**config.mk**
```make
export PLATFORM = sky130hd
export DESIGN_NAME = uart_tx_flat
export DESIGN_NICKNAME = d
export VERILOG_FILES = /design/src/rtl/uart_pkg.sv /design/src/rtl/uart_tx_if.sv /design/src/rtl/uart_baud_gen.sv /design/src/rtl/uart_tx.sv /design/src/flat_wrapper.sv
export SDC_FILE = /design/constraint.sdc
export NUM_CORES = 1
export LEC_CHECK = 0
export BUFFER_PORTS_ARGS = -buffer_cell sky130_fd_sc_hd__buf_2
export CAP_MARGIN = 20
export CORE_MARGIN = 5
export CORE_UTILIZATION = 30
export DETAILED_ROUTE_END_ITERATION = 8
export PLACE_DENSITY_LB_ADDON = 0.1
export SLEW_MARGIN = 20
export SYNTH_ARGS = -nofsm -noshare
export SYNTH_HDL_FRONTEND = slang
export SYNTH_SLANG_ARGS = --single-unit
```
**constraint.sdc**
```tcl
create_clock -name clk -period 4.5 [get_ports clk]
set_clock_uncertainty 0.05 [all_clocks]
set_input_delay 0.225 -clock clk [delete_from_list [all_inputs] [get_ports clk]]
set_output_delay 0.225 -clock clk [all_outputs]
set_load 0.05 [all_outputs]
```
**src/rtl/uart_pkg.sv**
```systemverilog
// rtl/uart_pkg.sv - shared types, frame-format constants and helpers for the UART
//
// Contents:
//   tx_state_t           transmit frame FSM states
//   SBIT_1/SBIT_2/SBIT_3 stop-bit count encodings of cr_sbit
//   PAR_EVEN/PAR_ODD     parity type encodings of cr_ptype
//   last_stop_idx()      index of the final stop bit for a cr_sbit code
//   parity_bit()         parity bit value for a data byte and parity type
package uart_pkg;

  typedef enum logic [2:0] {
    IDLE   = 3'd0,
    START  = 3'd1,
    DATA   = 3'd2,
    PARITY = 3'd3,
    STOP   = 3'd4
  } tx_state_t;

  localparam logic [1:0] SBIT_1 = 2'b00;
  localparam logic [1:0] SBIT_2 = 2'b01;
  localparam logic [1:0] SBIT_3 = 2'b10;

  localparam logic PAR_EVEN = 1'b0;
  localparam logic PAR_ODD  = 1'b1;

  // Both 10 and 11 select three stop bits.
  function automatic logic [1:0] last_stop_idx(input logic [1:0] sbit);
    case (sbit)
      SBIT_1:        return 2'd0;
      SBIT_2:        return 2'd1;
      SBIT_3, 2'b11: return 2'd2;
      default:       return 2'd2;
    endcase
  endfunction

  function automatic logic parity_bit(input logic [7:0] data, input logic ptype);
    case (ptype)
      PAR_EVEN: return ^data;
      PAR_ODD:  return ~^data;
      default:  return ^data;
    endcase
  endfunction

endpackage

```
**src/rtl/uart_tx_if.sv**
```systemverilog
// rtl/uart_tx_if.sv - TX FIFO read port between the FIFO and the transmit engine
//
// Signals:
//   fifo_tx_empty  FIFO empty flag
//   fifo_tx_data   FIFO head word, first-word-fall-through
//   fifo_tx_read   pop strobe, one cycle per byte
// Modports:
//   master  transmit engine (issues pops)
//   slave   FIFO (supplies data)
interface uart_tx_if;

  logic       fifo_tx_empty;
  logic [7:0] fifo_tx_data;
  logic       fifo_tx_read;

  modport master (
    input  fifo_tx_empty,
    input  fifo_tx_data,
    output fifo_tx_read
  );

  modport slave (
    output fifo_tx_empty,
    output fifo_tx_data,
    input  fifo_tx_read
  );

endinterface

```
**src/rtl/uart_baud_gen.sv**
```systemverilog
// rtl/uart_baud_gen.sv - fractional baud-tick generator
//
// Ports:
//   clk            system clock
//   reset          asynchronous active-high reset
//   cr_baud_freq   accumulator increment
//   cr_baud_limit  accumulator limit
//   tick           baud tick, rate f_clk*freq/(freq+limit)
module uart_baud_gen (
  input  logic        clk,
  input  logic        reset,
  input  logic [15:0] cr_baud_freq,
  input  logic [15:0] cr_baud_limit,
  output logic        tick
);

  // acc stays below limit+freq, so 17 bits never overflow.
  logic [16:0] acc;

  assign tick = (acc >= {1'b0, cr_baud_limit});

  always_ff @(posedge clk or posedge reset) begin
    if (reset) begin
      acc <= '0;
    end else if (tick) begin
      acc <= acc - {1'b0, cr_baud_limit};
    end else begin
      acc <= acc + {1'b0, cr_baud_freq};
    end
  end

endmodule

```
**src/rtl/uart_tx.sv**
```systemverilog
// rtl/uart_tx.sv - UART serial transmit engine
//
// Ports:
//   clk            system clock
//   reset          asynchronous active-high reset
//   cr_pbit        parity enable
//   cr_ptype       parity type (0 even, 1 odd)
//   cr_sbit        stop bits (00 one, 01 two, 1x three)
//   cr_baud_freq   baud accumulator increment
//   cr_baud_limit  baud accumulator limit
//   fifo           TX FIFO read port (master side)
//   txd            serial line, idle high, registered
//   tx_busy        frame in progress, registered
module uart_tx
  import uart_pkg::*;
#(
  parameter int OVERSAMPLE = 16
) (
  input  logic        clk,
  input  logic        reset,
  input  logic        cr_pbit,
  input  logic        cr_ptype,
  input  logic [1:0]  cr_sbit,
  input  logic [15:0] cr_baud_freq,
  input  logic [15:0] cr_baud_limit,
  uart_tx_if.master   fifo,
  output logic        txd,
  output logic        tx_busy
);

  localparam int CW = $clog2(OVERSAMPLE);
  localparam logic [CW-1:0] LAST_TICK = CW'(OVERSAMPLE - 1);

  logic            tick;
  tx_state_t       state;
  logic [7:0]      shreg;
  logic            pbit_q;
  logic            par_q;
  logic [1:0]      last_stop_q;
  logic [CW-1:0]   cnt;
  logic [2:0]      bit_idx;
  logic [1:0]      stop_idx;
  logic            bit_end;

  uart_baud_gen u_baud (
    .clk           (clk),
    .reset         (reset),
    .cr_baud_freq  (cr_baud_freq),
    .cr_baud_limit (cr_baud_limit),
    .tick          (tick)
  );

  // Gated by reset so the FIFO cannot be popped while reset is held.
  assign fifo.fifo_tx_read = (state == IDLE) && !fifo.fifo_tx_empty && !reset;

  // Current bit finishes on the clock carrying the OVERSAMPLE-th tick.
  assign bit_end = tick && (cnt == LAST_TICK);

  always_ff @(posedge clk or posedge reset) begin
    if (reset) begin
      state       <= IDLE;
      txd         <= 1'b1;
      tx_busy     <= 1'b0;
      shreg       <= '0;
      pbit_q      <= 1'b0;
      par_q       <= 1'b0;
      last_stop_q <= '0;
      cnt         <= '0;
      bit_idx     <= '0;
      stop_idx    <= '0;
    end else if (state == IDLE) begin
      if (!fifo.fifo_tx_empty) begin
        // Whole frame format is frozen here; later cr_* edits wait for the next byte.
        shreg       <= fifo.fifo_tx_data;
        pbit_q      <= cr_pbit;
        par_q       <= parity_bit(fifo.fifo_tx_data, cr_ptype);
        last_stop_q <= last_stop_idx(cr_sbit);
        cnt         <= '0;
        bit_idx     <= '0;
        stop_idx    <= '0;
        state       <= START;
        txd         <= 1'b0;
        tx_busy     <= 1'b1;
      end
    end else begin
      if (tick) begin
        cnt <= bit_end ? '0 : cnt + 1'b1;
      end
      if (bit_end) begin
        case (state)
          START: begin
            state <= DATA;
            txd   <= shreg[0];
          end
          DATA: begin
            if (bit_idx == 3'd7) begin
              if (pbit_q) begin
                state <= PARITY;
                txd   <= par_q;
              end else begin
                state <= STOP;
                txd   <= 1'b1;
              end
            end else begin
              bit_idx <= bit_idx + 3'd1;
              shreg   <= {1'b0, shreg[7:1]};
              txd     <= shreg[1];
            end
          end
          PARITY: begin
            state <= STOP;
            txd   <= 1'b1;
          end
          STOP: begin
            if (stop_idx == last_stop_q) begin
              state   <= IDLE;
              txd     <= 1'b1;
              tx_busy <= 1'b0;
            end else begin
              stop_idx <= stop_idx + 2'd1;
            end
          end
          default: begin
            state   <= IDLE;
            txd     <= 1'b1;
            tx_busy <= 1'b0;
          end
        endcase
      end
    end
  end

endmodule

```
**src/flat_wrapper.sv**
```systemverilog
// flat-port wrapper written by rule: the top's interface ports become plain ports
module uart_tx_flat import uart_pkg::*;
#(
  parameter int OVERSAMPLE = 16
)
  (clk, reset, cr_pbit, cr_ptype, cr_sbit, cr_baud_freq, cr_baud_limit, txd, tx_busy, fifo_fifo_tx_empty, fifo_fifo_tx_data, fifo_fifo_tx_read);
  uart_tx_if fifo_i ();
  input  logic clk;
  input  logic reset;
  input  logic cr_pbit;
  input  logic cr_ptype;
  input  logic [1:0] cr_sbit;
  input  logic [15:0] cr_baud_freq;
  input  logic [15:0] cr_baud_limit;
  output logic txd;
  output logic tx_busy;
  input wire logic [$bits(fifo_i.fifo_tx_empty)-1:0] fifo_fifo_tx_empty;
  input wire logic [$bits(fifo_i.fifo_tx_data)-1:0] fifo_fifo_tx_data;
  output wire logic [$bits(fifo_i.fifo_tx_read)-1:0] fifo_fifo_tx_read;
  assign fifo_i.fifo_tx_empty = fifo_fifo_tx_empty;
  assign fifo_i.fifo_tx_data = fifo_fifo_tx_data;
  assign fifo_fifo_tx_read = fifo_i.fifo_tx_read;
  uart_tx #(.OVERSAMPLE(OVERSAMPLE)) u_core (.clk(clk), .reset(reset), .cr_pbit(cr_pbit), .cr_ptype(cr_ptype), .cr_sbit(cr_sbit), .cr_baud_freq(cr_baud_freq), .cr_baud_limit(cr_baud_limit), .fifo(fifo_i), .txd(txd), .tx_busy(tx_busy));
endmodule
```
==> flow_summary.json, run 1 <==
{
  "outcome": "finished, final reports clean",
  "yosys_warnings": 0,
  "worst_skew_pair.late_latency_ps": 280,
  "hold_slack_ps": 22.1,
  "tightest_slew_ps": 801,
  "hpwl_um": 7430,
  "final_nets": 571,
  "grt-ovfl-total": 0,
  "pin_count": 50,
  "cp_max_fo": 3,
  "swShare_pct": 46.2,
  "die_area_um2": 14600,
  "final_max_slew_viol_count": 0,
  "cp_num_cells": 9,
  "seq_area_frac_synth_pct": 29.1,
  "detail-route-antenna-nets": 0,
  "max_freq_mhz": 348,
  "crit_arrival_ps": 2980,
  "path_buf_inv": 0,
  "synth_area_leader_cell": "dfrtp_1",
  "synth-edff-count": 0,
  "finalSetupTns_ps": 0,
  "clk_pin_slew_ps": 70,
  "cts_made_buffers": 5,
  "grt_pass1_vias": 3372,
  "setup_violations": 0,
  "rows": 40,
  "yosysUniqueCellTypes": 63,
  "fin_crit_ps": 2880,
  "path_class": "reg2reg",
  "root_buffer": "clkbuf_16",
  "cts_tree": "yes",
  "p_per_area_nw_per_um2": 696,
  "cp-endpoint": "u_core.u_baud.acc[16]",
  "r2r_cells": 9,
  "placed_cells": 648,
  "path_delay_family": "compound AO/OA/AOI/OAI gates",
  "synthArstFlopShare_pct": 100,
  "max-cap-violations": 0,
  "core_region_area_um2": 12100,
  "rsz0062_at_grt": "no",
  "htreeDepth": 2,
  "synth_area_leaders": "dfrtp_1, ha_1, nand2_1",
  "gp_congestion": 0.851,
  "route.detailed.drc": 0,
  "finalInstanceArea_um2": 4260,
  "netlist.area_leader.share_pct": 28.4,
  "synth_common_cells": "nand2_1, dfrtp_1, ha_1, o21ai_0, nor2_1",
  "hold_path.class": "in2async",
  "finalHoldViolations": 0,
  "fin_total_pwr_mw": 2.96,
  "cts_resized": 0,
  "yosys-mux-area-fraction_pct": 3.25,
  "dieWidth_um": 121,
  "post-route-util_pct": 35.3,
  "wirelength_um": 9340,
  "first_pass_iters": 4,
  "diodes": 0,
  "synth_most_common_cell": "nand2_1",
  "areaGrowthSynthToFinish_pct": 15.1,
  "syn_area_um2": 3700,
  "p_seq_share_pct": 23.1,
  "maxSlewHeadroom_pct": 46.6,
  "rr_startpoint": "u_core.u_baud.acc[0]",
  "synthCells": 443,
  "synth_top_family_by_area": "compound AO/OA/AOI/OAI gates",
  "start_util_pct": 30.7,
  "via_count": 3187,
  "clkPwrFrac_pct": 13.9,
  "yosys.area_share.simple_pct": 17.5,
  "drt_iter0_markers": 130,
  "cts.path.max_buffers": 2,
  "comb_power_share_pct": 63.0,
  "clock_sinks": 43,
  "grt_pass1_wl_um": 16100,
  "p_leak_nw": 2.00,
  "post_cts_buffers": 0,
  "hold_buffers": 0,
  "max_stage_delay_ps": 440,
  "worstSetupEndpointType": "flop",
  "postSynthRegisterBits": 43,
  "placed_cell_area_um2": 4090,
  "crit_required_ps": 4600,
  "r2r_end": "u_core.u_baud.acc[16]",
  "antenna_found_initial": 0,
  "vias_per_cell": 4.87,
  "cpMostUsedCell": "o21ai_0",
  "final_cells": 655,
  "synth-xor-area-share_pct": 7.34,
  "mappedNetlistNets": 527,
  "layout_worst_path_cycle_share_pct": 63.9,
  "crit_chain": "ha_1 > fa_1 > a211oi_1 > o21ai_0 > a41oi_1 > a21oi_1 > o21a_1 > o21ai_0 > o311ai_1",
  "grt_usage_pct": 13.3,
  "startpoint": "u_core.u_baud.acc[0]",
  "io_buffers": 49,
  "wl_per_cell_um": 14.3,
  "regToRegSetupSlack_ps": 1620,
  "yosys.area_share.adder_pct": 12.9,
  "die_height_um": 121,
  "cp_slowest_cell": "fa_1",
  "grt_max_degree": 44,
  "synth_ff_type": "dfrtp_1",
  "layout-drive-gt1-share_pct": 16.0,
  "fin_ws_ps": 1620,
  "ir_worst_vdd_mv": 0.204,
  "intPower_mw": 1.59,
  "synth_compound_area_share_pct": 25.0,
  "start_kind": "flop",
  "avgSynthCellArea_um2": 8.35,
  "dpl_worst_slack_ps": 1570,
  "power_switching_mw": 1.37
}
-- worst min path at each step --
stage,start,end,slack [ps]
after floorplan,cr_sbit[1],u_core.last_stop_q[1],280
after global placement,cr_pbit,u_core.pbit_q,380
after detailed placement,cr_pbit,u_core.pbit_q,390
after global routing,reset,u_core.cnt[1],100
after CTS,cr_pbit,u_core.pbit_q,90
final,reset,u_core.shreg[2],20
-- cells in the final DEF (no fill, tap or decap), drive strengths merged, types with 2 or more instances in the layout --
cell type / synthesis / final
a21oi: 31 / 31
nor2: 34 / 34
and3: 3 / 3
buf: 6 / 51
mux2: 8 / 8
or2: 2 / 2
o41ai: 3 / 3
nor4: 2 / 2
nand2b: 7 / 7
a21boi: 6 / 6
dfrtp: 42 / 42
xnor2: 14 / 14
nor2b: 2 / 2
o21ai: 38 / 38
mux2i: 3 / 3
o21a: 9 / 9
a211oi: 8 / 8
nor3: 6 / 6
xor2: 17 / 17
o21bai: 3 / 3
nand4: 3 / 3
fa: 2 / 2
a22o: 2 / 2
o311ai: 2 / 2
nand2: 56 / 56
ha: 35 / 35
o31ai: 2 / 2
a31oi: 9 / 9
clkbuf: 8 / 5
inv: 28 / 27
nand3: 16 / 16
a21o: 9 / 9
a41oi: 4 / 4
o211ai: 3 / 3
or3: 5 / 5
-- power groups by stage --
| stage | Combinational, mW | Sequential [mW] | Clock [mW] |
|---|---|---|---|
| finish | 1.87 | 0.685 | 0.412 |
| global route | 2.13 | 0.708 | 0.441 |
| CTS | 1.89 | 0.687 | 0.427 |
| detailed placement | 1.88 | 0.694 | 0 |
| global placement | 1.88 | 0.688 | 0 |
| floorplan | 1.52 | 0.669 | 0 |
-- registers in the layout (all words and copies together) (netlist names) --
signal,cells
u_core.u_baud.acc,17
u_core.shreg,8
u_core.cnt,4
u_core.bit_idx,3
u_core.state,3
u_core.last_stop_q,2
u_core.stop_idx,2
u_core.par_q,1
u_core.pbit_q,1
u_core.tx_busy,1
u_core.txd,1
-- metal layers --
| layer | vias to the layer above | share of wire (%) | global-route usage, % |
|---|---|---|---|
| met3 | 8 | 3.3 | 1.82 |
| met2 | 57 | 46 | 22.6 |
| met1 | 1449 | 50 | 17.8 |
| li1 | 1673 | - | - |
| met4 | 0 | 1.2 | 3.33 |
| met5 | - | 0 | 0 |
-- cell families (layout without fill, tap and decap cells) --
kind of cell	Yosys count	in the layout
adder cells (fa/ha/maj)	37	37
multiplexers	11	11
AO/OA/AOI/OAI	137	137
AND/OR/NAND/NOR	142	142
XOR/XNOR	31	31
flip-flops	43	43
buffers and inverters	42	86
-- area by class of cell --
| class | instances | area (µm²) |
|---|---|---|
| Fill cell | 1306 | 7800 |
| Multi-Input combinational cell | 358 | 2440 |
| Sequential cell | 43 | 1080 |
| Timing Repair Buffer | 51 | 260 |
| Tap cell | 168 | 210 |
| Clock buffer | 5 | 125 |
| Inverter | 28 | 106 |
| Clock inverter | 2 | 37.5 |
Power figures use the tool's default switching activity.
==> run 2, diff against run 1 <==
Settings changed: ABC_AREA set to 1.
Clock period 4.5 ns to 2.5 ns, I/O delays scaled along.
==> run 2 against run 1 <==
Effect of this change:
- hold slack better by 2.5 ps
- global-route usage is 0.92 points higher
- count of clock-buffer cells in the layout is 2 higher
- critical path depth is 3 higher
- total power is 94% higher
- maximum frequency is 25% higher
==> flow_summary.json, run 2 <==
{
  "outcome": "finished, final reports clean",
  "mappedNetlistNets": 638,
  "clk_pin_slew_ps": 60,
  "rows": 41,
  "synth-edff-count": 0,
  "pin_count": 50,
  "hpwl_um": 8270,
  "fin_ws_ps": 201,
  "cp_slowest_cell": "dfrtp_1",
  "top_register": "u_core.u_baud.acc",
  "largest_reg_flops": 17,
  "cts.path.max_buffers": 2,
  "wirelength_um": 10200,
  "synth_ff_type": "dfrtp_1",
  "hp-start": "cr_sbit[0]",
  "layout_worst_path_cycle_share_pct": 92.0,
  "layout-drive-gt1-share_pct": 14.6,
  "min_path_cells": 2,
  "r2r_cells": 12,
  "areaGrowthSynthToFinish_pct": 15.8,
  "final_max_slew_viol_count": 0,
  "clock_sinks": 43,
  "synth_most_common_cell": "nand2_1",
  "cts_made_buffers": 5,
  "finalSetupTns_ps": 0,
  "synthCells": 554,
  "start_kind": "flop",
  "via_count": 3639,
  "die_area_um2": 15100,
  "hold_end": "u_core.last_stop_q[0]",
  "wl_per_cell_um": 13.1,
  "r2r_end": "u_core.shreg[2]",
  "finalHoldViolations": 0,
  "rr_startpoint": "u_core.u_baud.acc[8]",
  "antenna_found_initial": 0,
  "grt_pass1_wl_um": 17200,
  "htreeDepth": 2,
  "grt_max_degree": 28,
  "p_per_area_nw_per_um2": 1300,
  "startpoint": "u_core.u_baud.acc[8]",
  "grt-ovfl-total": 0,
  "post-route-util_pct": 35.3,
  "final_common_cell": "nand2_1",
  "cp_max_fo": 17,
  "yosysUniqueCellTypes": 39,
  "maxSlewHeadroom_pct": 66.6,
  "diodes": 0,
  "dieWidth_um": 123,
  "fin_crit_ps": 2300,
  "layout_common_cells": "nand2_1, inv_1, buf_2, nand3_1, dfrtp_1",
  "crit_arrival_ps": 2430,
  "tightest_slew_ps": 501,
  "setup_violations": 0,
  "grt_pass1_vias": 3618,
  "synth_area_leaders": "dfrtp_1, nand2_1, ha_1",
  "synth_common_cells": "nand2_1, inv_1, nand3_1",
  "vias_per_cell": 4.67,
  "dpl_worst_slack_ps": 159,
  "finalInstanceArea_um2": 4440,
  "first_pass_iters": 4,
  "fin_total_pwr_mw": 5.76,
  "hold_slack_ps": 24.7,
  "regToRegSetupSlack_ps": 200,
  "final_nets": 691,
  "placed_cells": 769,
  "netlist.area_leader.share_pct": 27.4,
  "largest_registers": "u_core.u_baud.acc: 17 flops, u_core.shreg: 8 flops, u_core.cnt: 4 flops",
  "final_cells": 780,
  "yosys_warnings": 0,
  "max_stage_delay_ps": 410,
  "start_util_pct": 30.5,
  "max-cap-violations": 0,
  "detail-route-antenna-nets": 0,
  "postSynthRegisterBits": 43,
  "worst_skew_pair.late_latency_ps": 280,
  "grt_usage_pct": 14.2,
  "seq_area_frac_synth_pct": 28.1,
  "p_leak_nw": 2.40,
  "root_buffer": "clkbuf_16",
  "core_region_area_um2": 12600,
  "synth_area_leader_cell": "dfrtp_1",
  "hold_path.class": "in2reg",
  "avgSynthCellArea_um2": 6.91,
  "io_buffers": 49,
  "ir_worst_vdd_mv": 0.341,
  "syn_area_um2": 3830,
  "die_height_um": 123,
  "max_freq_mhz": 435,
  "path_class": "reg2reg",
  "route.detailed.drc": 0,
  "rsz0062_at_grt": "no",
  "crit_required_ps": 2630,
  "crit_chain": "ha_1 > nand2_2 > nor2_2 > nand3_1 > nor2_1 > nor2_1 > nand2_2 > nand3_2 > nand2_8 > nand2_4 > nand2_1 > nand2_1",
  "gp_congestion": 0.809,
  "drt_iter0_markers": 263,
  "cts_tree": "yes",
  "placed_cell_area_um2": 4240,
  "worstSetupEndpointType": "flop",
  "synthArstFlopShare_pct": 100
}
run 2: changes by cell type after synthesis, moves of 8 or more:
cell | before | now
o21ai_0 | 35 | 17
o21a_1 | 9 | 1
o21ai_1 | 3 | 13
nand2_1 | 56 | 179
a211oi_1 | 8 | 0
inv_1 | 28 | 60
nand3_1 | 16 | 43
run 2: repair_timing:
action | CTS | global route
hold buffers | 2 | 0
endpoints found under the hold margin | 25 | 0
gates resized for setup | 0 | 4
endpoints found under the setup margin | 0 | 15
setup buffers | 0 | 1
run 2: layer usage:
layer  GRT usage, %  share of wire (%)
met3           2.10                3.5
met2           23.2                 46
met4           2.49               0.65
met1           20.2                 50
met5              0                  0
run 2: cell families (layout without fill, tap and decap cells):
| family | Yosys count | after routing | synth area share (%) |
|---|---|---|---|
| XOR/XNOR | 29 | 29 | 6.63 |
| adder cells (fa/ha/maj) | 37 | 37 | 12.5 |
| buffers and inverters | 75 | 129 | 8.56 |
| flip-flops | 43 | 43 | 28.1 |
| AO/OA/AOI/OAI | 84 | 84 | 12.3 |
| AND/OR/NAND/NOR | 286 | 286 | 31.9 |
run 2: how the worst max path moves through the flow:
stage,endpoint,slack (ps),cells past startpoint
after floorplan,fifo_fifo_tx_read,470,8
after global placement,u_core.shreg[5],170,12
after detailed placement,u_core.shreg[3],160,12
after CTS,u_core.bit_idx[1],140,12
after global routing,u_core.shreg[4],4,11
final,u_core.shreg[2],200,12
run 2: critical path, delay by kind of cell (launching register included):
family / cells / cell delay (ps)
adders and majority gates: 1 / 390
DFF: 1 / 410
and+or+nand+nor: 11 / 1330
run 2: power breakdown:
part | total [mW] | switching (mW) | internal, mW
clock | 0.670 | 0.273 | 0.397
combinational | 3.82 | 2.42 | 1.40
sequential | 1.28 | 0.245 | 1.03
total | 5.76 | 2.93 | 2.83
run 2: final cells by class:
class	count	area, µm²
repair buffers	57	310
multi-input cells	436	2440
fillers	1411	8130
inverters	64	245
clock buffers	7	143
well taps	172	215
clock inverters	1	5.00
flip-flops and latches	43	1080
